==> src/rtl/state_dump_reader.sv <==
// ============================================================================
// state_dump_reader : streams register file then data memory as tagged beats
// Revision 1.0
// ============================================================================
`default_nettype none

module state_dump_reader #(
   parameter int REG_COUNT = 32,
   parameter int MEM_WORDS = 64
) (
   input  logic        clk,
   input  logic        reset_n,
   input  logic        start,
   output logic        busy,
   output logic        done,
   output logic [4:0]  reg_a,
   input  logic [31:0] reg_rd,
   output logic [31:0] mem_a,
   input  logic [31:0] mem_rd,
   output logic        out_valid,
   input  logic        out_ready,
   output logic        out_kind,
   output logic [15:0] out_index,
   output logic [31:0] out_data
);

   localparam logic [15:0] REG_LAST = 16'(REG_COUNT - 1);
   localparam logic [15:0] MEM_LAST = 16'(MEM_WORDS - 1);

   typedef enum logic [2:0] {
      S_IDLE  = 3'd0,
      S_REGS  = 3'd1,
      S_MEM   = 3'd2,
      S_DRAIN = 3'd3,
      S_DONE  = 3'd4
   } state_t;

   state_t      state_q, state_d;
   logic [15:0] idx_q, idx_d;
   logic        valid_q, valid_d;
   logic        kind_q, kind_d;
   logic [15:0] index_q, index_d;
   logic [31:0] data_q, data_d;
   logic        cap;

   always_comb begin
      // A beat slot is free when empty or being accepted on this edge.
      cap     = !valid_q || out_ready;
      state_d = state_q;
      idx_d   = idx_q;
      valid_d = valid_q;
      kind_d  = kind_q;
      index_d = index_q;
      data_d  = data_q;
      reg_a   = 5'd0;
      mem_a   = 32'd0;
      busy    = 1'b0;
      done    = 1'b0;

      case (state_q)
         S_IDLE: begin
            if (start) begin
               state_d = S_REGS;
               idx_d   = 16'd0;
            end
         end
         S_REGS: begin
            busy  = 1'b1;
            reg_a = idx_q[4:0];
            if (cap) begin
               valid_d = 1'b1;
               kind_d  = 1'b0;
               index_d = idx_q;
               data_d  = reg_rd;
               if (idx_q == REG_LAST) begin
                  state_d = S_MEM;
                  idx_d   = 16'd0;
               end else begin
                  idx_d = idx_q + 16'd1;
               end
            end
         end
         S_MEM: begin
            busy  = 1'b1;
            mem_a = {14'd0, idx_q, 2'b00};
            if (cap) begin
               valid_d = 1'b1;
               kind_d  = 1'b1;
               index_d = idx_q;
               data_d  = mem_rd;
               if (idx_q == MEM_LAST) begin
                  state_d = S_DRAIN;
                  idx_d   = 16'd0;
               end else begin
                  idx_d = idx_q + 16'd1;
               end
            end
         end
         S_DRAIN: begin
            busy = 1'b1;
            if (out_ready) begin
               valid_d = 1'b0;
               state_d = S_DONE;
            end
         end
         S_DONE: begin
            done    = 1'b1;
            state_d = S_IDLE;
         end
         default: state_d = S_IDLE;
      endcase
   end

   always_ff @(posedge clk or negedge reset_n) begin
      if (!reset_n) begin
         state_q <= S_IDLE;
         idx_q   <= 16'd0;
         valid_q <= 1'b0;
         kind_q  <= 1'b0;
         index_q <= 16'd0;
         data_q  <= 32'd0;
      end else begin
         state_q <= state_d;
         idx_q   <= idx_d;
         valid_q <= valid_d;
         kind_q  <= kind_d;
         index_q <= index_d;
         data_q  <= data_d;
      end
   end

   assign out_valid = valid_q;
   assign out_kind  = kind_q;
   assign out_index = index_q;
   assign out_data  = data_q;

endmodule

`default_nettype wire
==> config.mk <==
export PLATFORM = sky130hd
export DESIGN_NAME = state_dump_reader
export DESIGN_NICKNAME = d
export VERILOG_FILES = /design/src/rtl/state_dump_reader.sv
export SDC_FILE = /design/constraint.sdc
export NUM_CORES = 1
export LEC_CHECK = 0
export ABC_AREA = 1
export CAP_MARGIN = 20
export CORE_UTILIZATION = 43
export CTS_CLUSTER_SIZE = 14
export DETAILED_ROUTE_END_ITERATION = 12
export PLACE_DENSITY_LB_ADDON = 0.05
export SYNTH_ARGS = -nofsm -noshare
export SYNTH_HDL_FRONTEND = slang
export SYNTH_SLANG_ARGS = --single-unit
==> constraint.sdc <==
create_clock -name clk -period 1.76 [get_ports clk]
set_input_delay 0.264 -clock clk [delete_from_list [all_inputs] [get_ports clk]]
set_output_delay 0.264 -clock clk [all_outputs]
set_load 0.005 [all_outputs]
==> results.yml, run 1 <==
layout:
  multi_input_comb_area_mm2: 0.001790
  antenna_cells: 0
  nFillCells: 658
  finalNetCount: 722
  area_delta_synth_final_pct: 57.51
  design_area_mm2: 0.005771
  regArea_mm2: 0.001729
  drive_above_1_share_pct: 19.03
  final_util_pct: 70.23
clock_network:
  clock_latency_ns: 0.34
  clkTransAtPathRegs_ns: 0.07
  cts_tree: "done"
  cts_made_buffers: 9
  clockRootBuffer: "clkbuf_8"
  clock-sinks: 69
  cts_max_level: 3
  clock_path_buffers: 2
worst_setup_path:
  cp_top_family: "buffers and inverters"
  cpMaxStageDelayCell: "dfrtp_1"
  crit_chain: "buf_6, nor2_4, buf_6, buf_6, nand2_8, nor2_2, buf_2"
  critPathArrivalTime_ns: 1.61
  start_kind: "flip-flop"
  max_stage_delay_ns: 0.41
  crit_path_frequent_cell: "buf_6"
  crit_path_end_kind: "primary output"
  critPathBufInv: 4
  required_ns: 1.50
  cp_max_fo: 6
  criticalPathCategory: "reg2out"
floorplan:
  die_y_um: 94.30
  core_area_mm2: 0.008217
  die_area_mm2: 0.008892
  die_x_um: 94.30
  num_rows: 33
  num_io_pins: 157
  initial_core_util_pct: 44.59
pwr:
  seq_power_share_pct: 26.3
  p_comb_share_pct: 59.6
  p_leak_nw: 2.542
  cellInternalPower_mw: 5.318
  p_per_area_mw_per_mm2: 1556
  sw_frac_of_total_pct: 40.78
  switchingPower_mw: 3.663
  pwr-share-clk_pct: 14.1
  peakVddDrop_v: 0.0008652
  total_power_mw: 8.981
global_route:
  grt_pass1_wl_mm: 17.18
  grt_max_degree: 70
  grt_pass1_vias: 3550
  track_usage_pct: 25.40
  grt_antenna_before_repair: 0
  grt-ovfl-total: 0
worst_hold_path:
  hp-class: "in2async"
timing:
  slew_headroom_pct: 65.32
  fin_crit_ns: 1.877
  slew_viol_final: 0
  finalSetupTns_ns: -1.011
  worst_clock_skew_ns: 0.007593
  rsz0062_at_grt: "yes"
  finalCritPeriodShare_pct: 106.6
  tightest_slew_ns: 0.5183
  setup_violations: 22
  timing.final.ws_setup_ns: -0.1166
  finalHoldViolCount: 0
  fmax_mhz: 532.9
detailed_routing:
  routed_wl_mm: 12.01
  postRouteAntennaNets: 0
  dr.first_iter.drc_count: 204
  drt_first_pass_iters: 5
  drcViolationCount: 0
  wire_per_inst_um: 15.77
  num_vias: 3935
  avgViaCountPerCell: 5.164
synthesis:
  synthCells: 479
  ys_ff_latch: 69
  synth_cell_types: 25
  synth_top_area_share_pct: 47.13
  synthTopCellsByArea: "dfrtp_1, nand2_1, nor2_1"
  seq_area_frac_synth_pct: 47.13
  avgSynthCellArea_um2: 7.648
  synth_top_cell_by_area: "dfrtp_1"
  syn_area_mm2: 0.003664
  ys_warn_count: 0
placement:
  io_buffers: 140
  place_area_mm2: 0.005144
  place.gp.congestion: 0.9251
  post-place-ws_ns: -0.01094
  dpl.hpwl_mm: 7.290
status:
  violations: "setup timing"
  status: "complete, but fails checks"
job:
  cap_violations: 0
-- metrics by stage --
stage               cells  hold slack, ns
finish                762          0.4657
global route          762          0.4701
CTS                   747          0.4628
detailed placement    715          0.3171
global placement      715          0.3187
floorplan             494        -0.03159
-- cell usage in the layout (no fill, tap or decap), types with 2 or more instances in the layout --
master / netlist / final
a21oi_1: 3 / 2
a31oi_1: 32 / 32
buf_12: 0 / 5
buf_2: 3 / 15
buf_4: 23 / 22
buf_6: 3 / 9
buf_8: 0 / 2
clkbuf_16: 0 / 3
clkbuf_2: 0 / 6
clkbuf_8: 0 / 10
clkdlybuf4s50_1: 0 / 116
clkinv_2: 0 / 2
conb_1: 1 / 16
dfrtp_1: 69 / 67
dfrtp_2: 0 / 2
dlygate4sd2_1: 0 / 3
inv_1: 31 / 25
inv_2: 3 / 6
nand2_1: 137 / 130
nand2_2: 0 / 5
nand2_4: 5 / 5
nand2_8: 0 / 4
nand3_1: 23 / 22
nand4_1: 7 / 7
nor2_1: 85 / 69
nor2_2: 2 / 10
nor2_4: 0 / 8
o211ai_1: 5 / 5
o21ai_0: 26 / 26
o21ai_1: 6 / 6
xor2_1: 2 / 2
-- metal layers --
metal / share of wire (%) / vias up / GRT usage, % / wire length (um)
li1: - / 1864 / - / -
met5: 0 / - / 0 / 0
met3: 8.8 / 34 / 7.848 / 1052
met4: 3.0 / 0 / 10.90 / 361
met1: 40 / 1842 / 30.84 / 4802
met2: 48 / 195 / 41.55 / 5798
-- worst reg2reg max path: stages, from the launching register on --
cell and delay, ns:
dfrtp_1 0.41, buf_6 0.13, nor2_4 0.15, buf_6 0.16
nand2_8 0.07, buf_8 0.15, clkinvlp_4 0.15, nand2_2 0.12
nand2_4 0.15, nor2_1 0.08, nand3_1 0.08, nand2_1 0.07
-- timing repair --
action | 4_1_cts | 5_1_grt
endpoints found under the setup margin | 23 | 64
buffers inserted | 14 | 11
hold buffers | 1 | 0
pin swaps | 7 | 9
resized for setup | 98 | 46
gates cloned | 2 | 4
endpoints found under the hold margin | 69 | 0
-- path summary, 6_finish.rpt --
check | depth (start not counted) | startpoint | slack, ns | to
max in group asynchronous | 3 | reset_n | 0.97 | state_q[1]
setup reg to reg | 11 | state_q[0] | -0.06 | state_q[0]
setup / recovery | 7 | state_q[0] | -0.12 | mem_a[4]
hold reg to reg | 2 | out_kind | 0.49 | out_kind
hold / removal | 3 | reset_n | 0.47 | idx_q[7]
min in group clk | 3 | reg_rd[30] | 0.48 | out_data[30]
-- power by group through the flow --
stage	Sequential, mW	Clock (mW)	Combinational [mW]
after detailed placement	2.38	0	3.86
after floorplan	2.40	0	2.18
after global routing	2.41	1.37	5.74
after global placement	2.36	0	3.79
after CTS	2.35	1.30	4.43
final	2.36	1.27	5.35
-- Yosys cell counts (all sizes together) --
| library cell | instances |
|---|---|
| o211ai | 5 |
| o21ai | 32 |
| and3 | 1 |
| inv | 34 |
| ha | 1 |
| o22ai | 1 |
| dfrtp | 69 |
| a31oi | 32 |
| buf | 29 |
| clkbuf | 8 |
| nand3 | 24 |
| nand2 | 142 |
| nor2 | 88 |
| nand4 | 7 |
| conb | 1 |
| a21oi | 3 |
| xor2 | 2 |
-- logic make-up after synthesis --
kind of cell | Yosys count | synth area share, %
simple gates | 262 | 30.16
compound gates | 73 | 11.44
buf+inv | 71 | 10.35
flops | 69 | 47.13
xor+xnor | 2 | 0.4782
fa+ha+maj | 1 | 0.3415
other cells | 1 | 0.1024
-- registers in the layout, indices dropped and copies added (netlist names) --
signal / cells
out_index: 16
state_q: 3
out_data: 32
out_kind: 1
idx_q: 16
out_valid: 1
-- cell type report --
type / instances / area share [%]
multi-input combinational: 356 / 31.03
timing repair buffer: 182 / 30.75
sequential: 69 / 29.97
inverter: 34 / 2.537
clock buffer: 11 / 2.450
tap: 105 / 2.277
clock inverter: 4 / 0.8456
timing repair inverter: 1 / 0.1518
Power figures use the tool's default switching activity.
==> inputs of run 2 (changes only) <==
- PLACE_DENSITY: unset -> 0.81
- PLACE_DENSITY_LB_ADDON: 0.05 -> unset
==> results.yml, run 2 (synthesis results as in run 1) <==
layout:
  layoutNonFillerInstCount: 758
  largest_reg_flops: 32
  nFillCells: 642
  drive_above_1_share_pct: 17.00
  regArea_mm2: 0.001729
  layout_common_cells: "nand2_1, clkdlybuf4s50_1, nor2_1, dfrtp_1, a31oi_1"
  final_common_cell: "nand2_1"
  finalNetCount: 718
  multi_input_comb_area_mm2: 0.001764
  area_delta_synth_final_pct: 55.36
  antenna_cells: 0
  final_util_pct: 69.27
placement:
  post-place-ws_ns: -0.03873
  place.gp.congestion: 0.8669
  dpl.hpwl_mm: 7.729
  io_buffers: 140
  dp.cells: 717
timing:
  slew_viol_final: 0
  fin_hold_ws_ns: 0.4525
  finalHoldViolCount: 0
  setup_violations: 14
  rsz0062_at_grt: "yes"
  finalCritPeriodShare_pct: 105.2
  timing.final.ws_setup_ns: -0.09181
  fin_crit_ns: 1.852
  finalSetupTns_ns: -0.4185
  worst_clock_skew_ns: 0.008243
  fmax_mhz: 540.0
global_route:
  grt_use_met1_pct: 31.13
  grt_antenna_before_repair: 0
  grt.busiest_layer: "met2"
  grt-ovfl-total: 0
  grtUsageMet3_pct: 8.010
  grt_use_met2_pct: 43.06
  track_usage_pct: 25.91
  grt_pass1_vias: 3582
  grt_pass1_wl_mm: 17.40
  grt_max_degree: 70
detailed_routing:
  drcViolationCount: 0
  drt_first_pass_iters: 4
  wire_per_inst_um: 15.02
  postRouteAntennaNets: 0
  avgViaCountPerCell: 4.985
  routed_wl_mm: 11.39
  num_vias: 3779
  dr.first_iter.drc_count: 193
pwr:
  p_leak_nw: 2.509
  cellInternalPower_mw: 5.093
  p_per_area_mw_per_mm2: 1501
  seq_power_share_pct: 27.8
  sw_frac_of_total_pct: 40.37
  p_comb_share_pct: 58.2
  pwr-share-clk_pct: 14.0
  peakVddDrop_v: 0.0007870
  switchingPower_mw: 3.448
worst_setup_path:
  crit_path_frequent_cell: "nor2_4"
  required_ns: 1.50
  criticalPathCategory: "reg2out"
  cp_max_fo: 5
  cpMaxStageDelayCell: "dfrtp_1"
  start_kind: "flip-flop"
  crit_chain: "buf_6, nor2_4, buf_4, nand2_8, buf_12, nor2_4, buf_2"
  critPathArrivalTime_ns: 1.59
  crit_path_end_kind: "primary output"
  max_stage_delay_ns: 0.39
clock_network:
  cts_tree: "done"
  clock-sinks: 69
  cts_made_buffers: 9
  clock_latency_ns: 0.35
  clockRootBuffer: "clkbuf_8"
  clkTransAtPathRegs_ns: 0.07
  cts_max_level: 3
  clock_path_buffers: 2
floorplan:
  initial_core_util_pct: 44.59
  die_area_mm2: 0.008892
  die_y_um: 94.30
  core_area_mm2: 0.008217
  num_io_pins: 157
  num_rows: 33
  die_x_um: 94.30
worst_hold_path:
  hp-class: "in2async"
status:
  status: "complete, but fails checks"
  violations: "setup timing"
job:
  cap_violations: 0
==> run 2: cell count changes in the layout (fill, tap and decap cells not counted), moves of 2 or more <==
cell      delta
o21ai_0      -3
nor2_4       +4
buf_8        -2
nor2_1       -2
clkbuf_2     +2
inv_1        +4
buf_2        -4
nand2_1      +6
nand2_2      -5
buf_6        +2
nor2_2       -2
o21ai_1      +3
inv_2        -3
==> run 2: what timing repair did <==
action,4_1_cts,5_1_grt
resized for setup,85,58
pin swaps,4,5
buffers inserted,14,10
endpoints found under the hold margin,69,0
hold buffers,1,0
gates cloned,1,2
endpoints found under the setup margin,23,61
==> run 2: final timing paths <==
kind                               start            end  slack [ns]  depth (start not counted)
max                           state_q[0]      mem_a[12]       -0.09                          7
min                              reset_n       idx_q[2]        0.45                          3
max reg2reg                   state_q[0]       idx_q[0]       -0.04                         12
min reg2reg                out_index[11]  out_index[11]        0.48                          2
max in group asynchronous        reset_n     state_q[1]        0.96                          3
min in group clk               mem_rd[8]    out_data[8]        0.47                          3
==> run 2: metal layers <==
layer	vias up	wire length (um)	share of wire (%)
met4	0	279	2.4
met3	21	815	7.2
met5	-	0	0
li1	1858	-	-
met1	1760	4567	40
met2	140	5726	50
==> run 2: power by group through the flow <==
stage / sequential, mW / clock, mW / combinational [mW]
final: 2.37 / 1.19 / 4.97
after global placement: 2.39 / 0 / 3.71
after global routing: 2.43 / 1.27 / 5.39
after floorplan: 2.40 / 0 / 2.18
after detailed placement: 2.39 / 0 / 3.81
after CTS: 2.37 / 1.20 / 4.29
==> run 2: area by class of cell <==
cell class,count,area share [%]
inverter,34,2.462
tap,105,2.308
timing repair buffer,180,30.75
clock buffer,12,2.726
clock inverter,3,0.3737
multi-input combinational,355,31.00
sequential,69,30.38
==> run 2: metrics by stage <==
stage | power [mW] | instance area [um^2]
floorplan | 4.582 | 3720
detailed placement | 6.200 | 5146
finish | 8.541 | 5692
global placement | 6.101 | 5146
CTS | 7.858 | 5490
global route | 9.095 | 5692
==> run 2: critical path: cells and delay by family, from the launching register on <==
kind	cells	cell delay, ns
buf+inv	4	0.55
simple gates	3	0.29
flops	1	0.39
